[config.mk]
export PLATFORM = sky130hd
export DESIGN_NAME = sensor_debounce
export DESIGN_NICKNAME = d
export VERILOG_FILES = /design/src/rtl/sensor_pkg.sv /design/src/rtl/debounce_channel.sv /design/src/rtl/sensor_debounce.sv
export SDC_FILE = /design/constraint.sdc
export NUM_CORES = 1
export LEC_CHECK = 0
export ABC_AREA = 1
export CAP_MARGIN = 20
export CORE_UTILIZATION = 60
export CTS_CLUSTER_DIAMETER = 60
export CTS_CLUSTER_SIZE = 28
export DETAILED_ROUTE_END_ITERATION = 10
export PLACE_DENSITY = 0.8
export SYNTH_ARGS = -nofsm -noshare
export SYNTH_HDL_FRONTEND = slang
export SYNTH_HIERARCHICAL = 1
export SYNTH_SLANG_ARGS = --single-unit
[constraint.sdc]
create_clock -name clk -period 2.3 [get_ports clk]
set_clock_uncertainty 0.05 [all_clocks]
set_input_delay 0.46 -clock clk [delete_from_list [all_inputs] [get_ports clk]]
set_output_delay 0.46 -clock clk [all_outputs]
set_load 0.02 [all_outputs]
[src/rtl/sensor_pkg.sv]
// ---------------------------------------------------------------------------
// sensor_pkg
// Shared constants and types for the sensor debounce block.
//   NUM_SENSORS : width of the sensor vector
//   state_e     : control FSM states (WARMUP, RUN)
//   cnt_width() : bits needed for a counter that must hold values 0..n
// ---------------------------------------------------------------------------
package sensor_pkg;

  localparam int NUM_SENSORS = 4;

  typedef enum logic {
    WARMUP = 1'b0,
    RUN    = 1'b1
  } state_e;

  function automatic int cnt_width(input int n);
    return $clog2(n + 1);
  endfunction

endpackage

[src/rtl/debounce_channel.sv]
// ---------------------------------------------------------------------------
// debounce_channel
// One sensor bit: 2-flop synchronizer, consecutive-tick counter and the
// debounced stable bit.
//   clk, n_rst   : clock, asynchronous active-low reset
//   raw_i        : unsynchronized sensor level
//   sample_en_i  : sample tick; state advances only when high
//   warmup_i     : high while the block warms up; the stable bit then
//                  tracks the synchronized level directly
//   stable_o     : registered debounced level
//   update_o     : combinational strobe, high on the tick where stable_o
//                  will change (the top level registers it into change)
// ---------------------------------------------------------------------------
module debounce_channel
  import sensor_pkg::*;
#(
  parameter int DEBOUNCE_CNT = 4
) (
  input  logic clk,
  input  logic n_rst,
  input  logic raw_i,
  input  logic sample_en_i,
  input  logic warmup_i,
  output logic stable_o,
  output logic update_o
);

  localparam int                CNT_W    = cnt_width(DEBOUNCE_CNT);
  // Counter value on the tick before acceptance; reaching DEBOUNCE_CNT is
  // never stored, the bit flips and the counter clears instead.
  localparam logic [CNT_W-1:0]  CNT_LAST = CNT_W'(DEBOUNCE_CNT - 1);

  logic             meta_q;
  logic             sync_q;
  logic             stable_q, stable_d;
  logic [CNT_W-1:0] cnt_q, cnt_d;

  // NOTE: synchronizer flops are reset too, so a reset mid-debounce cannot
  // leave a stale level in the pipeline that later looks like an edge.
  // NOTE: sequential state uses non-blocking assignments so meta_q -> sync_q
  // really is two flops and not one collapsed wire.
  always_ff @(posedge clk or negedge n_rst) begin
    if (!n_rst) begin
      meta_q <= 1'b0;
      sync_q <= 1'b0;
    end else begin
      meta_q <= raw_i;
      sync_q <= meta_q;
    end
  end

  // NOTE: every output of this block gets a default first, so no path
  // leaves a value unassigned and no latch is inferred.
  always_comb begin
    stable_d = stable_q;
    cnt_d    = cnt_q;
    update_o = 1'b0;
    if (sample_en_i) begin
      if (warmup_i) begin
        stable_d = sync_q;
        cnt_d    = '0;
      end else if (sync_q != stable_q) begin
        if (cnt_q == CNT_LAST) begin
          stable_d = sync_q;
          cnt_d    = '0;
          update_o = 1'b1;
        end else begin
          cnt_d = cnt_q + 1'b1;
        end
      end else begin
        // Any tick that agrees with the stable level breaks the run.
        cnt_d = '0;
      end
    end
  end

  always_ff @(posedge clk or negedge n_rst) begin
    if (!n_rst) begin
      stable_q <= 1'b0;
      cnt_q    <= '0;
    end else begin
      stable_q <= stable_d;
      cnt_q    <= cnt_d;
    end
  end

  assign stable_o = stable_q;

endmodule

[src/rtl/sensor_debounce.sv]
// ---------------------------------------------------------------------------
// sensor_debounce
// Debounces NUM_SENSORS raw sensor levels. After reset a warm-up phase of
// DEBOUNCE_CNT sample ticks copies the synchronized levels straight into
// sensors; afterwards each bit changes only after DEBOUNCE_CNT consecutive
// ticks of disagreement.
//   clk           : system clock
//   n_rst         : asynchronous active-low reset
//   sensors_raw   : unsynchronized, possibly bouncing levels
//   sample_en     : sample tick
//   sensors       : registered debounced vector
//   sensors_valid : high once warm-up has completed
//   change        : one-cycle pulse in the first cycle a new sensors value
//                   is visible
// ---------------------------------------------------------------------------
module sensor_debounce
  import sensor_pkg::*;
#(
  parameter int DEBOUNCE_CNT = 4
) (
  input  logic                   clk,
  input  logic                   n_rst,
  input  logic [NUM_SENSORS-1:0] sensors_raw,
  input  logic                   sample_en,
  output logic [NUM_SENSORS-1:0] sensors,
  output logic                   sensors_valid,
  output logic                   change
);

  localparam int               WARM_W    = cnt_width(DEBOUNCE_CNT);
  localparam logic [WARM_W-1:0] WARM_LAST = WARM_W'(DEBOUNCE_CNT - 1);

  state_e                  state_q;
  logic [WARM_W-1:0]       warm_cnt_q;
  logic                    sensors_valid_q;
  logic                    change_q;
  logic                    warmup;
  logic [NUM_SENSORS-1:0]  update;

  assign warmup = (state_q == WARMUP);

  for (genvar i = 0; i < NUM_SENSORS; i++) begin : g_ch
    debounce_channel #(
      .DEBOUNCE_CNT (DEBOUNCE_CNT)
    ) u_ch (
      .clk         (clk),
      .n_rst       (n_rst),
      .raw_i       (sensors_raw[i]),
      .sample_en_i (sample_en),
      .warmup_i    (warmup),
      .stable_o    (sensors[i]),
      .update_o    (update[i])
    );
  end

  // Control FSM with registered outputs. sensors_valid is set on the same
  // edge that enters RUN, so it is high from the following cycle onward.
  always_ff @(posedge clk or negedge n_rst) begin
    if (!n_rst) begin
      state_q         <= WARMUP;
      warm_cnt_q      <= '0;
      sensors_valid_q <= 1'b0;
      change_q        <= 1'b0;
    end else begin
      case (state_q)
        WARMUP: begin
          change_q <= 1'b0;
          if (sample_en) begin
            warm_cnt_q <= warm_cnt_q + 1'b1;
            if (warm_cnt_q == WARM_LAST) begin
              state_q         <= RUN;
              sensors_valid_q <= 1'b1;
            end
          end
        end
        RUN: begin
          // Strobes coincide with the edge that updates sensors, so the
          // registered pulse lines up with the new value. Several channels
          // flipping together still give a single pulse.
          change_q <= |update;
        end
      endcase
    end
  end

  assign sensors_valid = sensors_valid_q;
  assign change        = change_q;

endmodule

==> results.py <==
metrics = {
    "logic_synthesis": {
        "post-synth-top-area-cell": "dfrtp_1",
        "synth-seq-cells": 30,
        "synth_top_cell_area_share": 0.5231,
        "yosysWarnings": 6,
        "synth.area.top_cells": "dfrtp_1 52%, nand2_1 16%, inv_1 8.6%",
        "ys.flop_type": "dfrtp_1",
        "synth-edff-count": 0,
        "syn_nets": 195,
        "syn_inst": 182,
        "synth_commonest_cells": "62 x nand2_1, 33 x inv_1, 30 x dfrtp_1",
        "syn_avg_cell_area_sq_um": 7.885,
        "yosysMostFrequentCell": "nand2_1",
        "netlist_area_sq_um": 1435,
        "ys_async_sr_fraction": 1.000,
        "synth_cell_types": 13,
        "yosysSeqAreaShare": 0.5231,
    },
    "die": {
        "die_h_microns": 50.91,
        "num_rows": 17,
        "die_w_microns": 50.91,
        "ioPinCount": 13,
        "initial_core_util": 0.6426,
        "fp.dieArea_sq_um": 2591,
        "core_area_sq_um": 2233,
    },
    "flow_run": {
        "maxCapViolCount": 0,
    },
    "worst_setup_path": {
        "worstPathArrival_ps": 1310,
        "crit_family": "buffers and inverters",
        "worst-path-buf-inv": 1,
        "max_stage_delay_ps": 610,
        "cpMaxStageDelayCell": "clkdlybuf4s50_1",
        "setup.worst_path.start_class": "flop",
        "critPathKind": "flop to output port",
        "required_ps": 1790,
        "end_kind": "output port",
        "path_cells": "clkdlybuf4s50_1",
        "cp_max_fo": 3,
    },
    "run_status": {
        "status": "finished clean",
    },
    "cells_and_area": {
        "drive_above_1_share": 0.1127,
        "final_area_sq_um": 1683,
        "multi_input_area_sq_um": 541.8,
        "antennaDiodeCount": 0,
        "area_growth_pct": 17.26,
        "nFillCells": 173,
        "nets": 216,
        "final-seq-area_sq_um": 750.7,
    },
    "global_route": {
        "track_usage": 0.2455,
        "grt_overflow": 0,
        "grt_pass1_vias": 1135,
        "grt_max_degree": 31,
        "antenna_found_initial": 0,
        "grt_first_pass_wirelength_microns": 4485,
    },
    "clock_tree": {
        "clock_sinks": 30,
        "cts_max_level": 2,
        "numCtsBuffers": 5,
        "cts_setup_buffers": 0,
        "clock-root-buffer": "clkbuf_4",
        "cts_buffer_depth": 2,
        "cts.reportedPaths.clkPinSlew_ps": 100,
        "cts_repair_resize_count": 0,
        "clock_latency_ps": 320,
        "cts_hold_buf": 0,
        "tritoncts": "done",
    },
    "drt": {
        "drt_pass1_iterations": 4,
        "drc": 0,
        "drtAntennaViolNets": 0,
        "wl_per_cell_microns": 11.16,
        "vias_per_cell": 4.944,
        "via_count": 1147,
        "drt-initial-drc-count": 15,
        "routed_wl_microns": 2588,
    },
    "pwr": {
        "power_mw": 1.632,
        "power.density_nw_per_um2": 969.5,
        "ir_drop_mv": 0.8757,
        "leakage_nw": 0.9209,
    },
    "worst_hold_path": {
        "hp-class": "flop to flop",
    },
    "sta": {
        "setup_violations": 0,
        "fin_crit_ps": 1823,
        "layout_worst_path_cycle_share": 0.7928,
        "max_freq_mhz": 548.4,
        "hold_viol": 0,
        "relSlewSlack": 0.7535,
        "tightest_slew_ps": 369.8,
        "rsz0062_at_grt": "false",
        "tns_ps": 0,
        "slew_viol_final": 0,
    },
    "placement": {
        "post_dp_cell_area_sq_um": 1605,
        "gp_congestion": 0.7605,
        "hpwl_microns": 1820,
        "portBuffers": 12,
    },
}
-- sequential cells by signal, summed over array words and instances (netlist names) --
name and count:
g_ch.u_ch/sync_q 4, state_q 1, sensors_valid 1, change 1, g_ch.u_ch/meta_q 4, g_ch.u_ch/stable_o 4, warm_cnt_q 3, g_ch.u_ch/cnt_q 12
-- cells in the final DEF, fill, tap and decap left out --
cell              n
nand2_1          62
inv_2             5
o21bai_1          1
clkinv_2          2
nor2_1           15
ha_1              6
nand2_2           4
buf_4             2
nand3_1          12
clkdlybuf4s50_1  12
bufinv_16         1
nor2_2            4
nand3b_1          4
o21ai_0           1
a21oi_1           5
inv_1            33
clkbuf_4          5
dfrtp_1          30
-- cells by family (layout without fill, tap and decap cells) --
family                   Yosys count  in the layout  synth area share
AND/OR/NAND/NOR                  101            101            0.2990
buffers and inverters             38             60           0.09939
AO/OA/AOI/OAI                      7              7           0.02615
flip-flops                        30             30            0.5231
adder cells (fa/ha/maj)            6              6           0.05231
-- metal layers --
metal,wire [microns],vias to the layer above,global-route usage
met5,0,-,0
met4,37,0,0.1250
met3,97,4,0.06250
met2,1370,27,0.4430
met1,1083,533,0.2610
li1,-,583,-
-- final cells by class --
| cell class | instances | area share |
|---|---|---|
| Multi-Input combinational cell | 114 | 0.3219 |
| Timing Repair Buffer | 14 | 0.08030 |
| Clock inverter | 3 | 0.02379 |
| Clock buffer | 5 | 0.02230 |
| Sequential cell | 30 | 0.4461 |
| Inverter | 38 | 0.08476 |
| Tap cell | 28 | 0.02082 |
-- final timing paths --
| check | from | endpoint | slack (ps) | depth (start not counted) |
|---|---|---|---|---|
| worst max-delay path | g_ch[2].u_ch/stable_o$_DFFE_PN0P_ | sensors[2] | 480 | 1 |
| worst min-delay path | g_ch[1].u_ch/meta_q$_DFF_PN0_ | g_ch[1].u_ch/sync_q$_DFF_PN0_ | 310 | 0 |
| worst max register to register | g_ch[0].u_ch/cnt_q[0]$_DFFE_PN0P_ | change$_DFF_PN0_ | 1050 | 7 |
| worst min register to register | g_ch[1].u_ch/meta_q$_DFF_PN0_ | g_ch[1].u_ch/sync_q$_DFF_PN0_ | 310 | 0 |
| max in group asynchronous | n_rst | warm_cnt_q[1]$_DFFE_PN0P_ | 1450 | 2 |
| min in group asynchronous | n_rst | g_ch[1].u_ch/cnt_q[2]$_DFFE_PN0P_ | 480 | 2 |
-- through the flow --
step	cells	worst slack, ps	util	hold WS, ps
6_report	232	476.6	0.7535	310.1
5_1_grt	232	416.7	0.7535	316.7
3_3_place_gp	224	614.9	0.7188	286.0
4_1_cts	232	452.7	0.7535	314.8
2_1_floorplan	182	1190	-	114.4
3_5_place_dp	224	560.3	0.7188	292.6
-- where the power goes --
group / switching (mW) / leakage [nW] / total (mW) / internal (mW)
logic: 0.292 / 0.503 / 0.509 / 0.217
clock network: 0.184 / 0.0450 / 0.409 / 0.225
registers: 0.0777 / 0.373 / 0.714 / 0.636
(Power assumes the default switching activity.)
